[src/rtl/uart_rx_ctrl.sv]
// Receive-side buffer between the UART byte receiver and the CPU: a small FIFO
// drained one byte at a time through an interrupt / rising-edge acknowledge handshake.
module uart_rx_ctrl #(
   parameter int DEPTH  = 4,
   parameter int ADDR_W = 2
) (
   input  logic              i_clk,
   input  logic              i_rst_n,
   input  logic [7:0]        i_rx_data,
   input  logic              i_rx_valid,
   input  logic              i_cpu_end_read,
   input  logic              i_flush,
   output logic [7:0]        o_cpu_data,
   output logic              o_cpu_int,
   output logic [ADDR_W:0]   o_count,
   output logic              o_overrun
);

   typedef enum logic {
      ST_IDLE    = 1'b0,
      ST_PRESENT = 1'b1
   } state_t;

   localparam logic [ADDR_W:0] C_DEPTH = (ADDR_W+1)'(DEPTH);

   state_t              r_state;
   state_t              w_state_next;
   logic [7:0]          r_mem [DEPTH];
   logic [ADDR_W-1:0]   r_wr_ptr;
   logic [ADDR_W-1:0]   r_rd_ptr;
   logic [ADDR_W:0]     r_count;
   logic [7:0]          r_cpu_data;
   logic                r_cpu_int;
   logic                r_overrun;
   logic                r_ack_prev;
   logic                w_cpu_int_next;
   logic                w_ack_edge;
   logic                w_pop;
   logic                w_push;
   logic                w_drop;
   logic                w_fifo_full;
   logic                w_fifo_empty;

   assign w_fifo_full  = (r_count == C_DEPTH);
   assign w_fifo_empty = (r_count == '0);
   assign w_ack_edge   = i_cpu_end_read & ~r_ack_prev;

   always_ff @(posedge i_clk or negedge i_rst_n) begin
      if (!i_rst_n) begin
         r_state <= ST_IDLE;
      end else begin
         r_state <= w_state_next;
      end
   end

   always_comb begin
      w_state_next   = r_state;
      w_cpu_int_next = r_cpu_int;
      w_pop          = 1'b0;
      case (r_state)
         ST_IDLE: begin
            if (!w_fifo_empty) begin
               w_pop          = 1'b1;
               w_cpu_int_next = 1'b1;
               w_state_next   = ST_PRESENT;
            end
         end
         ST_PRESENT: begin
            if (w_ack_edge) begin
               w_cpu_int_next = 1'b0;
               w_state_next   = ST_IDLE;
            end
         end
         default: begin
            w_state_next = ST_IDLE;
         end
      endcase
      // Flush overrides any pop or handshake progress in the same cycle.
      if (i_flush) begin
         w_pop          = 1'b0;
         w_cpu_int_next = 1'b0;
         w_state_next   = ST_IDLE;
      end
   end

   // A full FIFO still accepts a byte when the head leaves in the same cycle.
   assign w_push = i_rx_valid & ~i_flush & (~w_fifo_full | w_pop);
   assign w_drop = i_rx_valid & ~i_flush & w_fifo_full & ~w_pop;

   always_ff @(posedge i_clk) begin
      if (w_push) begin
         r_mem[r_wr_ptr] <= i_rx_data;
      end
   end

   always_ff @(posedge i_clk or negedge i_rst_n) begin
      if (!i_rst_n) begin
         r_wr_ptr   <= '0;
         r_rd_ptr   <= '0;
         r_count    <= '0;
         r_cpu_data <= '0;
         r_cpu_int  <= 1'b0;
         r_overrun  <= 1'b0;
         r_ack_prev <= 1'b0;
      end else begin
         r_ack_prev <= i_cpu_end_read;
         r_cpu_int  <= w_cpu_int_next;
         if (i_flush) begin
            r_wr_ptr  <= '0;
            r_rd_ptr  <= '0;
            r_count   <= '0;
            r_overrun <= 1'b0;
         end else begin
            if (w_push) begin
               r_wr_ptr <= r_wr_ptr + 1'b1;
            end
            if (w_pop) begin
               // Read-before-write: when full, head and tail share an entry.
               r_rd_ptr   <= r_rd_ptr + 1'b1;
               r_cpu_data <= r_mem[r_rd_ptr];
            end
            if (w_drop) begin
               r_overrun <= 1'b1;
            end
            case ({w_push, w_pop})
               2'b10:   r_count <= r_count + 1'b1;
               2'b01:   r_count <= r_count - 1'b1;
               default: r_count <= r_count;
            endcase
         end
      end
   end

   assign o_cpu_data = r_cpu_data;
   assign o_cpu_int  = r_cpu_int;
   assign o_count    = r_count;
   assign o_overrun  = r_overrun;

endmodule

[config.mk]
export PLATFORM = sky130hd
export DESIGN_NAME = uart_rx_ctrl
export DESIGN_NICKNAME = d
export VERILOG_FILES = /design/src/rtl/uart_rx_ctrl.sv
export SDC_FILE = /design/constraint.sdc
export NUM_CORES = 1
export LEC_CHECK = 0
export ABC_AREA = 1
export BUFFER_PORTS_ARGS = -buffer_cell sky130_fd_sc_hd__buf_2
export CORE_ASPECT_RATIO = 1.1
export CORE_MARGIN = 2
export CORE_UTILIZATION = 30
export CTS_BUF_LIST = sky130_fd_sc_hd__clkbuf_4 sky130_fd_sc_hd__clkbuf_8 sky130_fd_sc_hd__clkbuf_16
export CTS_CLUSTER_DIAMETER = 120
export DETAILED_ROUTE_END_ITERATION = 16
export PLACE_DENSITY = 0.45
export SLEW_MARGIN = 20
export SYNTH_ARGS = -nofsm -noshare
export SYNTH_HDL_FRONTEND = slang
export SYNTH_SLANG_ARGS = --single-unit
[constraint.sdc]
create_clock -name i_clk -period 2.57 [get_ports i_clk]
set_clock_uncertainty 0.05 [all_clocks]
set_input_delay 0.257 -clock i_clk [delete_from_list [all_inputs] [get_ports i_clk]]
set_output_delay 0.257 -clock i_clk [all_outputs]
set_load 0.02 [all_outputs]
==> results.py <==
metrics = {
    "run_status": {
        "outcome": "completed",
    },
    "route": {
        "dr.first_iter.drc_count": 51,
        "drc": 0,
        "vias": 1356,
        "first_pass_iters": 4,
        "vias_per_cell": 4.46,
        "drtAntennaViolNets": 0,
        "wl_per_cell_um": 13.5,
        "wirelength_um": 4100,
    },
    "clock_network": {
        "ctsResizeCount": 0,
        "htree_levels": 2,
        "post_cts_buffers": 0,
        "cts_buffer_depth": 2,
        "path_clk_slew_ps": 90,
        "cts.sinks": 51,
        "cts_buffers": 5,
        "insertion_delay_ps": 300,
        "cts_tree": "yes",
        "ctsRootBufferMaster": "clkbuf_8",
    },
    "sta": {
        "slew-limit-headroom": 0.680,
        "finalMaxSlewViolations": 0,
        "hold_viol": 0,
        "setup_violations": 0,
        "layout_min_cycle_time_ps": 1920,
        "fmax_mhz": 521,
        "period_share": 0.747,
        "tns_ps": 0,
        "rsz0062_at_grt": "no",
        "timing.final.ws_setup_ps": 649,
        "holdWs_ps": 24.7,
        "tightest_slew_ps": 480,
    },
    "die": {
        "rows": 32,
        "fp.dieW_um": 83.9,
        "core_area_mm2": 0.00693,
        "die_height_um": 91.9,
        "io-pin-count": 26,
        "dieArea_mm2": 0.00771,
        "start_util": 0.304,
    },
    "final_layout": {
        "final_cell_area_mm2": 0.00246,
        "nFillCells": 713,
        "post-route-util": 0.356,
        "area_delta_synth_final_pct": 16.9,
        "fin_nets": 236,
        "instances_no_fill": 304,
        "n_antenna_cell": 0,
        "drive_gt1_frac": 0.210,
    },
    "power": {
        "pwr-share-clk": 0.264,
        "switching_share": 0.322,
        "p_int_mw": 1.46,
        "p_sw_uw": 691,
        "power.total_mw": 2.15,
        "peakVddDrop_v": 0.000296,
        "power_leakage_nw": 1.01,
        "seqPwrFrac": 0.497,
        "powerDensity_mw_per_mm2": 872,
        "combPwrFrac": 0.239,
    },
    "setup_path": {
        "cp-start-kind": "flop",
        "cp.required_ps": 2760,
        "cp-end-kind": "flop",
        "crit_buf_inv": 1,
        "slowest_delay_ps": 440,
        "slowest_stage": "dfrtp_1",
        "cp.arrival_ps": 2110,
        "crit_type": "reg2reg",
        "cp_top_family": "simple AND/OR/NAND/NOR gates",
        "path_cells": "nor2_2 -> nand2_1 -> nand3_1 -> inv_1 -> fa_1 -> xnor2_1 -> xor2_1 -> nand2_1 -> nand2_1",
        "cpMostUsedCell": "nand2_1",
        "crit_fanout": 6,
    },
    "synth": {
        "synthCells": 185,
        "synth_area_per_cell_um2": 11.4,
        "ys_types": 25,
        "async_flop_share": 0.373,
        "synth_flop_cell": "edfxtp_1",
        "ys_seq_elements": 51,
        "synthTopCellsByCount": "47 x nor2_1, 32 x edfxtp_1, 21 x o21ai_0",
        "ys_seq_area_frac": 0.681,
        "synth_edf_count": 32,
        "syn-num-nets": 203,
        "synth.cell_area_mm2": 0.00211,
        "synth-warning-count": 0,
        "synth_top_cell_by_area": "edfxtp_1",
        "synth_top_area_share": 0.456,
        "synth.most_common_cell": "nor2_1",
        "yosys-top-cells-area": "edfxtp_1 46%, dfrtp_1 23%, nor2_1 8.4%",
    },
    "grt": {
        "grt_pass1_vias": 1319,
        "grt_max_degree": 20,
        "gr-usage-all-layers": 0.115,
        "grt_pass1_wl_um": 6760,
        "antenna_found_initial": 0,
        "overflow": 0,
    },
    "placement": {
        "dp_slack_ps": 663,
        "dpl_cell_area_mm2": 0.00234,
        "hpwl_um": 2710,
        "gp_congestion": 0.735,
        "dp_cells": 295,
        "io_buffers": 25,
    },
    "hold_path": {
        "min_path_type": "in2reg",
    },
    "run": {
        "cap_violations": 0,
    },
}
==> sequential cells by signal, summed over array words and instances (netlist names) <==
register / flops
r_mem: 32
r_rd_ptr: 2
o_count: 3
o_cpu_data: 8
r_ack_prev: 1
o_overrun: 1
r_state: 1
o_cpu_int: 1
r_wr_ptr: 2
==> final timing paths <==
path                           startpoint       endpoint  slack [ps]  cells after the start
max in group asynchronous         i_rst_n  o_cpu_data[6]        1740                      2
min                        i_cpu_end_read     r_ack_prev          20                      1
min reg2reg                     o_overrun      o_overrun         460                      2
min in group asynchronous         i_rst_n  o_cpu_data[3]         390                      2
max reg2reg                    o_count[1]     o_count[2]         650                      9
max                            o_count[1]     o_count[2]         650                      9
==> cells in the final DEF (no fill, tap or decap) <==
master | synthesis | routed
nor2_1 | 47 | 47
edfxtp_1 | 32 | 32
buf_2 | 0 | 25
o21ai_0 | 21 | 21
dfrtp_1 | 19 | 19
inv_1 | 14 | 14
nand2_1 | 12 | 12
a31oi_1 | 9 | 9
clkbuf_8 | 0 | 5
buf_4 | 3 | 5
a21oi_1 | 4 | 4
ha_1 | 4 | 4
nor2_2 | 2 | 2
nand3_1 | 2 | 2
nand2_2 | 2 | 2
o21ai_1 | 2 | 2
nand4_1 | 2 | 2
inv_2 | 1 | 1
clkinv_1 | 1 | 1
inv_4 | 1 | 1
nand3_2 | 1 | 1
xnor2_1 | 1 | 1
xor2_1 | 1 | 1
o22a_2 | 1 | 1
fa_1 | 1 | 1
inv_6 | 0 | 1
clkinvlp_4 | 0 | 1
bufinv_16 | 0 | 1
dlygate4sd3_1 | 0 | 1
==> kinds of logic after synthesis <==
| family | share of synthesized area |
|---|---|
| AOI/OAI and AO/OA | 0.0955 |
| buffers and inverters | 0.0493 |
| adders and majority gates | 0.0332 |
| and+or+nand+nor | 0.132 |
| xor gates and xnor gates | 0.00831 |
| DFF | 0.681 |
==> layout make-up <==
class,count,area [um^2],share of cell area
Sequential cell,51,1440,0.583
Multi-Input combinational cell,112,568,0.230
Timing Repair Buffer,31,173,0.0701
Tap cell,85,106,0.0431
Clock buffer,5,68.8,0.0279
Inverter,17,66.3,0.0269
Clock inverter,3,46.3,0.0188
==> power groups by stage <==
stage | combinational [mW] | clock, mW | sequential, mW
after floorplan | 0.296 | 0 | 1.15
after global placement | 0.527 | 0 | 1.09
after detailed placement | 0.523 | 0 | 1.09
after CTS | 0.525 | 0.585 | 1.07
after global routing | 0.584 | 0.619 | 1.09
final | 0.514 | 0.566 | 1.07
==> metal layers <==
metal  part of all wire  global-route usage
met1               0.47               0.152
met5                  0                   0
met2               0.49               0.185
met4              0.010              0.0484
met3              0.031              0.0234
==> what timing repair did <==
item | CTS | global route
endpoints found under the setup margin | 0 | 0
endpoints found under the hold margin | 19 | 0
hold buffers | 1 | 0
Power figures use the tool's default switching activity.
